`config.mk`:
```
export PLATFORM = sky130hd
export DESIGN_NAME = icache_direct
export DESIGN_NICKNAME = d
export VERILOG_FILES = /design/src/rtl/icache_direct.sv
export SDC_FILE = /design/constraint.sdc
export NUM_CORES = 1
export LEC_CHECK = 0
export ABC_CLOCK_PERIOD_IN_PS = 5600
export CAP_MARGIN = 20
export CORE_UTILIZATION = 35
export CTS_BUF_LIST = sky130_fd_sc_hd__clkbuf_16
export CTS_CLUSTER_DIAMETER = 150
export DETAILED_ROUTE_END_ITERATION = 8
export HOLD_SLACK_MARGIN = 0.15
export PLACE_DENSITY = 0.49
export SLEW_MARGIN = 25
export SYNTH_ARGS = -nofsm -noshare
export SYNTH_HDL_FRONTEND = slang
export SYNTH_SLANG_ARGS = --single-unit
```
`constraint.sdc`:
```
create_clock -name CLK -period 5.6 [get_ports CLK]
set_input_delay 1.12 -clock CLK [delete_from_list [all_inputs] [get_ports CLK]]
set_output_delay 1.12 -clock CLK [all_outputs]
set_load 0.01 [all_outputs]
```
`src/rtl/icache_direct.sv`:
```
// Direct-mapped, one-word-per-frame instruction cache. Hits are served in the
// request cycle; misses issue a single-word read to the memory controller.
//
//   state | meaning
//   IDLE  | serving hits, latching the miss address on a miss
//   MISS  | iREN held on maddr until the controller drops iwait
module icache_direct #(
    parameter int SETS   = 16,
    parameter int WORD_W = 32
) (
    input  logic              CLK,
    input  logic              nRST,
    input  logic              imemREN,
    input  logic [WORD_W-1:0] imemaddr,
    input  logic              flush,
    output logic              ihit,
    output logic [WORD_W-1:0] imemload,
    output logic              iREN,
    output logic [WORD_W-1:0] iaddr,
    input  logic              iwait,
    input  logic [WORD_W-1:0] iload
);

    localparam int IDX_W = $clog2(SETS);
    localparam int TAG_W = WORD_W - IDX_W - 2;

    typedef enum logic {
        IDLE = 1'b0,
        MISS = 1'b1
    } state_t;

    state_t state, state_nx;

    logic [SETS-1:0]   valid;
    logic [TAG_W-1:0]  tags [SETS];
    logic [WORD_W-1:0] data [SETS];
    logic [WORD_W-1:0] maddr;

    logic [TAG_W-1:0] req_tag;
    logic [IDX_W-1:0] req_idx;
    logic [TAG_W-1:0] m_tag;
    logic [IDX_W-1:0] m_idx;
    logic             lookup_hit;
    logic             start_miss;
    logic             fill;
    logic             unused_offset;

    assign req_tag = imemaddr[WORD_W-1:IDX_W+2];
    assign req_idx = imemaddr[IDX_W+1:2];
    assign m_tag   = maddr[WORD_W-1:IDX_W+2];
    assign m_idx   = maddr[IDX_W+1:2];

    // Byte offset carries no information for a word-wide fetch.
    assign unused_offset = &{1'b0, imemaddr[1:0]};

    assign lookup_hit = imemREN & valid[req_idx] & (tags[req_idx] == req_tag);
    assign start_miss = (state == IDLE) & imemREN & ~lookup_hit & ~flush;
    assign fill       = (state == MISS) & ~iwait & ~flush;

    always_comb begin
        state_nx = state;
        case (state)
            IDLE: if (start_miss) state_nx = MISS;
            MISS: if (flush || !iwait) state_nx = IDLE;
            default: state_nx = IDLE;
        endcase
    end

    always_comb begin
        ihit     = lookup_hit & (state == IDLE);
        imemload = ihit ? data[req_idx] : '0;
        iREN     = (state == MISS);
        iaddr    = (state == MISS) ? maddr : '0;
    end

    always_ff @(posedge CLK) begin
        if (!nRST) begin
            state <= IDLE;
            valid <= '0;
            maddr <= '0;
        end else begin
            state <= state_nx;
            if (flush)
                valid <= '0;
            else if (fill)
                valid[m_idx] <= 1'b1;
            if (start_miss)
                maddr <= {imemaddr[WORD_W-1:2], 2'b00};
        end
    end

    // Tag/data arrays carry no reset; valid alone qualifies their contents.
    always_ff @(posedge CLK) begin
        if (nRST && fill) begin
            tags[m_idx] <= m_tag;
            data[m_idx] <= iload;
        end
    end

endmodule

```
# Word level (Yosys, flattened, before mapping)

Memories as Yosys holds them, arrays and structs flattened.
Cells that the tools add are included.

Order comparisons: 3
Equality and inequality tests: 1
Muxes and demuxes: 11
Bitwise operators: 14
Reduce and logical (&&, ||, !) cells: 5

Operators with widths:

| operator                                                    | number |
|---|---|
| 2-to-1 mux 32 bit                                           | 2 |
| equality test 26 bit                                        | 1 |
| OR 16 bit                                                   | 1 |
| less-than comparator 4 x 5 -> 1 bit (second input constant) | 2 |
| AND 1 bit                                                   | 8 |
| 2-to-1 mux 1 bit                                            | 6 |
| NOT 1 bit                                                   | 5 |
| binary-select mux 1 bit (select 4 bit)                      | 1 |
| demux 1 bit (select 4 bit)                                  | 1 |
| >= comparator 4 x 1 -> 1 bit (second input constant)        | 1 |
| logical AND 1 bit                                           | 2 |
| one-hot mux 1 bit (2 select lines)                          | 1 |
| OR reduction 2 bit                                          | 1 |
| logical NOT 1 bit                                           | 1 |
| logical OR 1 bit                                            | 1 |

Bits in registers: 47
RAM bits: 928
Bits of input ports: 69
Output and inout port bits: 66
Word-level logic and storage cells: 39
Memories: 2

Memory list:

| memory | depth | width | read ports | clocked after memory_dff | write ports | RTL line | text |
|---|---|---|---|---|---|---|---|
| data   | 16    | 32    | 1          | 0                        | 1           | 36       | `logic [WORD_W-1:0] data [SETS];` |
| tags   | 16    | 26    | 1          | 0                        | 1           | 35       | `logic [TAG_W-1:0] tags [SETS];` |

# Depth between registers and ports, before layout

Gate-level depths: netlist (run 1).

Depth after elaboration: 9
Mapped depth: 16
Depth with buffers taken out: 9

# Worst setup path after synthesis (run 1)

Ideal clock, no wire load.

Path type: input-to-output
Start point: input port imemaddr[2]
End point: output port imemload[10]
Arrival time: 3705 ps
Required time: 4480 ps
Setup slack: 775 ps
Stages: 9
Buffers on the path: 6
Cell sequence: buf_2 -> buf_6 -> buf_2 -> buf_2 -> buf_2 -> buf_1 -> mux4_2 -> mux4_2 -> nor2b_1

Word-level cells in the longest chain between the ends: 6
Elaborated cells on any way between the ends: 9
Classes of those cells: 1 x eq/ne; 3 x mux; 3 x bitwise; 2 x memory

RTL lines:

| item                                                         | RTL line | text |
|---|---|---|
| from (decl)                                                  | 14       | `input logic [WORD_W-1:0] imemaddr,` |
| branches (longest 5 deep; another with memory (16 x 26 bit)) | n/a      |  |
| 2-to-1 mux 32 bit *                                          | 71       | `imemload = ihit ? data[req_idx] : '0;` |
| to (decl)                                                    | 17       | `output logic [WORD_W-1:0] imemload,` |

Every way passes the cells marked *. The select of a mux whose other input is x is not followed.

# Worst setup path in the final report (run 1)

Start point: input port imemaddr[2]
End point: output port imemload[31]

The elaborated chain is that of the path after synthesis.

==> results of run 1 <==
-- registers in the layout, summed over array words and instances, names as in the netlist --
register,cells
data,512
tags,416
maddr,30
valid,16
iREN,1
-- cells by family (layout without fill, tap and decap cells) --
family                    after synthesis  after routing
DFF                                   975            975
xor gates and xnor gates               38             38
buffers and inverters                 106            455
other                                   1              2
AOI/OAI and AO/OA                      59             59
and+or+nand+nor                       235            235
muxes                                 351            351
-- placed cells by master, fill, tap and decap left out, drive strengths merged, types with 10 or more instances in the layout --
| cell | instances |
|---|---|
| a221oi | 11 |
| mux4 | 250 |
| nor2b | 43 |
| nor2 | 41 |
| and2 | 33 |
| xor2 | 12 |
| edfxtp | 928 |
| nand2 | 79 |
| inv | 39 |
| clkdlybuf4s50 | 92 |
| dfxtp | 47 |
| nand3 | 10 |
| buf | 130 |
| mux2i | 90 |
| xnor2 | 26 |
| clkinv | 43 |
| mux2 | 11 |
| dlygate4sd2 | 30 |
| a21oi | 14 |
| clkbuf | 106 |
-- per-layer routing --
metal | wire length (um) | share of wire (%)
met1 | 43290 | 45
met2 | 46800 | 49
met3 | 3706 | 3.9
met4 | 1690 | 1.8
met5 | 70 | 0.073
-- what timing repair did --
action	CTS	global route
setup endpoints to repair	33	33
pin swaps	6	2
setup buffers	1	1
gates cloned	2	0
resized for setup	55	10
-- report_power, final --
group          total (uW)  switching, uW  internal, uW
combinational         721            368           353
clock                6490           2790          3700
sequential           8050           55.2          7990
-- area by class of cell --
class                   instances  area share (%)
multi-input cells             685           19.45
repair buffers                257           5.716
clock inverters                89           1.285
flip-flops and latches        975           63.77
clock buffers                 106           5.871
inverters                       3         0.02493
well taps                    1403           3.886
-- worst reg2reg max path: cells and delay by family (launching register included) --
family / cells / cell delay (ns)
DFF: 1 / 0.35
and+or+nand+nor: 4 / 0.71
muxes: 1 / 0.48
xor gates and xnor gates: 1 / 0.25
buffers and inverters: 5 / 0.91
AOI/OAI and AO/OA: 3 / 0.77
-- per-stage QoR --
step	total power [uW]	util, %	hold slack, ns
2_1_floorplan	8590	-	0.4315
3_3_place_gp	8904	38.95	0.4432
3_5_place_dp	8914	38.95	0.4582
4_1_cts	15460	42.10	0.4730
5_1_grt	15770	42.14	0.4978
6_report	15260	42.14	0.4743
-- worst max path at each step --
stage | from | endpoint | slack (ns) | cells after the start
4_1_cts | imemaddr[2] | imemload[23] | -0.08 | 16
6_report | imemaddr[2] | imemload[31] | 0.20 | 16
3_5_place_dp | imemaddr[2] | imemload[5] | -0.53 | 14
3_3_place_gp | imemaddr[2] | imemload[5] | -0.54 | 14
2_1_floorplan | imemaddr[2] | imemload[10] | 0.77 | 9
5_1_grt | imemaddr[4] | imemload[24] | 0.02 | 13
==> results.toml, run 1 <==
[worst_hold_path]
min_from = "valid[13]$_SDFFE_PP0P_"
hold_class = "reg -> reg"
min_to = "valid[13]$_SDFFE_PP0P_"
whs_path_depth = 2

[floorplan]
ioPinCount = 135
die_w_um = 331.2
fp-row-count = 120
start_util_pct = 35.39
dieArea_mm2 = 0.1097
coreArea_mm2 = 0.1072
die_y_um = 331.2

[routing]
vias_per_cell = 5.194
drc = 0
drt_iter0_markers = 1586
drtPass1Iterations = 5
ant_nets = 0
routedWlPerCell_um = 27.16
vias = 18270
wl_um = 95560

[global_routing]
grt.overflow.total = 0
grt_max_degree = 57
top_usage_layer = "met2"
gr-usage-met3_pct = 2.859
grt_pass1_vias = 19130
grt_use_met1_pct = 24.70
gr-usage-met2_pct = 28.59
grt_pass1_wl_um = 138600
antenna_found_initial = 8
grtUsageTotal_pct = 17.53

[cts]
cts-root-to-sink-buffers = 3
root_buffer = "clkbuf_16"
cts_sinks = 975
clk_latency_ns = 0.68
cts_tree = "built"
path_clk_slew_ns = 0.06
holdBufCountCts = 0
h-tree-depth = 3
cts_buffers = 105

[run]
cap_violations = 0

[final_layout]
area_delta_synth_final_pct = 19.08
antennaDiodeCount = 0
n_fill_cell = 9457
multiInputGateArea_mm2 = 0.008787
fin_cells = 3518
design_area_mm2 = 0.04518
regArea_mm2 = 0.02881
final_nets = 2096
drive_gt1_share_pct = 26.57

[timing]
fin_setup_tns_ns = 0
fin_ws_ns = 0.2007
finalMaxSlewViolations = 0
fmax_mhz = 185.2
setup_viol = 0
finalCriticalPeriod_ns = 5.399
worst_slew_pin_slew_ns = 0.9080
min_period_over_period_pct = 96.42
rsz0062_at_grt = "false"
hold_viol = 0
finalClockSkew_ns = 0.02234
relSlewSlack_pct = 39.46

[power_and_ir_drop]
peakVddDrop_uv = 214.5
p_leak_uw = 0.01434
power_density_mw_per_mm2 = 337.8

[synth]
avgSynthCellArea_um2 = 21.50
yosysWarnings = 0
synth_top_family_by_area = "multiplexers"
synth_edf_count = 928
postSynthCellCount = 1765
synth_cell_type_count = 48
ys.flop_type = "edfxtp_1"
synthMuxAreaShare_pct = 17.54
synth-adder-area-share_pct = 0
synth.most_common_cell = "edfxtp_1"
synth-seq-cells = 975
syn_area_mm2 = 0.03794
synth_top_area_share_pct = 73.45
synth_area_leaders = "edfxtp_1, mux4_2, dfxtp_1, mux2i_1, nand2_1"
synth_xor_area_share_pct = 0.8772
synth_compound_area_share_pct = 1.118
async_flop_share_pct = 0
ys_top_cells_by_count = "edfxtp_1, mux4_2, mux2i_1"
yosys.area_share.simple_pct = 3.077
ys_seq_area_share_pct = 75.93
yosysTopAreaCell = "edfxtp_1"

[critical_path]
critical_path_arrival_ns = 4.28
crit-reg2reg-capture = "iREN$_SDFF_PN0_"
rrSetupSlack_ns = 2.00
reg2reg_depth = 14
crit_chain = "buf_16 > buf_12 > buf_4 > and2_4 > buf_12 > a221oi_2 > xnor2_1 > buf_4 > o221ai_1 > nor4_2 > buf_4 > nand4_1 > or2_4 > buf_12 > nor2b_1 > dlygate4sd2_1"
path_buf_inv = 8
r2r-start = "tags[14][9]$_DFFE_PP_"
start_kind = "primary input"
worstPathRequired_ns = 4.48
critical_path.endpoint_type = "primary output"
slowest_delay_ns = 0.33
cp_max_fo = 33
critical_path.top_delay_family = "buffers and inverters"
critPathSlowestCell = "nor4_2"
crit_type = "in -> out"

[run_status]
status = "finished clean"

[place]
dp_cells = 3319
place.detailed.hpwl_um = 50770
io_buffers = 130
place_congestion = 0.7530
dpl-instance-area_mm2 = 0.04175
post-place-ws_ns = -0.5259
(Power assumes the default switching activity.)
==> run 2: changes to the inputs <==
--- a/config.mk
+++ b/config.mk
@@ -12,7 +12,8 @@
 export CTS_CLUSTER_DIAMETER = 150
 export DETAILED_ROUTE_END_ITERATION = 8
 export HOLD_SLACK_MARGIN = 0.15
-export PLACE_DENSITY = 0.49
+export PLACE_DENSITY = 0.51
+export RECOVER_POWER = 100
 export SLEW_MARGIN = 25
 export SYNTH_ARGS = -nofsm -noshare
 export SYNTH_HDL_FRONTEND = slang
==> constraint.sdc (replaced) <==
create_clock -name CLK -period 5.6 [get_ports CLK]
set_input_delay 1.12 -clock CLK [delete_from_list [all_inputs] [get_ports CLK]]
set_output_delay 1.12 -clock CLK [all_outputs]
set_load 0.02 [all_outputs]
==> results.toml, run 2 (synthesized netlist as in run 1, its figures left out) <==
[run_status]
status = "complete, but fails checks"
violations = "capacitance limit, slew limit"

[timing]
fin_setup_tns_ns = 0
hold_viol = 0
fin_ws_ns = 0.1480
whs_ns = 0.4708
fmax_mhz = 183.4
finalMaxSlewViolations = 619
setup_viol = 0
finalCriticalPeriod_ns = 5.452
min_period_over_period_pct = 97.36
finalClockSkew_ns = 0.02455
relSlewSlack_pct = -69.97
worst_slew_pin_slew_ns = 2.550
rsz0062_at_grt = "false"

[critical_path]
r2r-start = "iREN$_SDFF_PN0_"
crit-reg2reg-capture = "data[10][20]$_DFFE_PP_"
cp_max_fo = 27
reg2reg_depth = 4
rrSetupSlack_ns = 0.71
worstPathRequired_ns = 4.48
critical_path.endpoint_type = "primary output"
crit_type = "in -> out"
start_kind = "primary input"
critical_path_arrival_ns = 4.33

[place]
io_buffers = 130
post-place-ws_ns = -0.6900
place.detailed.hpwl_um = 53140
place_congestion = 0.7612

[cts]
cts_sinks = 975
holdBufCountCts = 0
cts-root-to-sink-buffers = 3
path_clk_slew_ns = 0.06
clk_latency_ns = 0.66
cts_tree = "built"
root_buffer = "clkbuf_16"
cts_buffers = 101
h-tree-depth = 3

[routing]
wl_um = 95570
vias_per_cell = 5.184
vias = 18380
ant_nets = 0
drc = 0
routedWlPerCell_um = 26.96
drtPass1Iterations = 5
drt_iter0_markers = 1329

[final_layout]
drive_gt1_share_pct = 26.55
layout_commonest_cell = "edfxtp_1"
final_nets = 2130
mostFrequentLayoutCells = "edfxtp_1, mux4_2, buf_4"
top_regs = "data (512), tags (416), maddr (30)"
area_delta_synth_final_pct = 18.48
top_register = "data"
largest_reg_flops = 512

[run]
cap_violations = 23

[global_routing]
grt_max_degree = 61
grtUsageTotal_pct = 17.41
antenna_found_initial = 13
grt_pass1_wl_um = 137800
grt.overflow.total = 0
grt_pass1_vias = 19540

[floorplan]
die_y_um = 331.2
start_util_pct = 35.39
fp-row-count = 120
ioPinCount = 135
die_w_um = 331.2
coreArea_mm2 = 0.1072
dieArea_mm2 = 0.1097

[worst_hold_path]
hold_class = "reg -> reg"
min_to = "valid[0]$_SDFFE_PP0P_"
min_from = "valid[0]$_SDFFE_PP0P_"
whs_path_depth = 2

[power_and_ir_drop]
peakVddDrop_uv = 234.7
power_uw = 15150
power_density_mw_per_mm2 = 336.9
p_leak_uw = 0.01423
-- run 2: cell types whose count changed in the layout (fill, tap and decap cells not counted), sizes merged, moves of 5 or more --
cell	delta
clkbuf	+51
clkdlybuf4s15	+12
clkdlybuf4s50	-60
clkinv	-7
dlygate4sd2	-26
dlygate4sd3	+60
inv	-5
-- run 2: worst max-delay path: stages --
cell and delay [ns]:
buf_12 0.13, buf_16 0.14, mux4_2 0.53, xnor2_2 0.22, nor3b_1 0.08, a221oi_1 0.21
o221ai_1 0.18, nor4_2 0.44, buf_4 0.18, nand4_1 0.13, or2_4 0.32, buf_12 0.19
nor2b_1 0.14, clkdlybuf4s15_1 0.31
-- run 2: layer usage --
layer	vias up	part of all wire, %	global-route usage (%)
li1	7876	-	-
met1	9837	44	23.91
met2	501	49	28.52
met3	148	5.4	3.204
met4	16	2.1	4.562
met5	-	0.10	0
-- run 2: final cells by class --
class / instances / area [um^2]
inverter: 3 / 11.26
antenna: 3 / 7.507
multi-input combinational: 685 / 8686
clock inverter: 79 / 573.1
tap: 1403 / 1755
fill: 9435 / 62250
sequential: 975 / 28810
timing repair buffer: 295 / 2559
clock buffer: 102 / 2552
-- run 2: power by group --
part / switching (uW) / total [uW] / internal, uW
Sequential: 56.0 / 8050 / 7990
Clock: 2720 / 6370 / 3650
Combinational: 371 / 729 / 358
Total: 3140 / 15100 / 12000
-- run 2: stage by stage --
| step | cells | util [%] | area (um^2) |
|---|---|---|---|
| 2_1_floorplan | 1766 | - | 37940 |
| 4_1_cts | 3534 | 42.20 | 45240 |
| 3_3_place_gp | 3351 | 39.24 | 42070 |
| 5_1_grt | 3544 | 41.93 | 44950 |
| 6_report | 3545 | 41.93 | 44950 |
| 3_5_place_dp | 3351 | 39.24 | 42070 |
-- run 2: how the worst max path moves through the flow --
stage / start / end / cells past startpoint
final: imemaddr[2] / imemload[24] / 14
after global routing: imemaddr[2] / imemload[16] / 14
after CTS: imemaddr[4] / imemload[13] / 16
after detailed placement: imemaddr[2] / imemload[13] / 14
after global placement: imemaddr[2] / imemload[13] / 14
after floorplan: imemaddr[2] / imemload[10] / 9
-- run 2: what timing repair did --
action,in CTS,in global routing
setup buffers,3,7
gates resized for setup,47,52
cloned,0,1
pin swaps,1,4
setup endpoints to repair,33,33
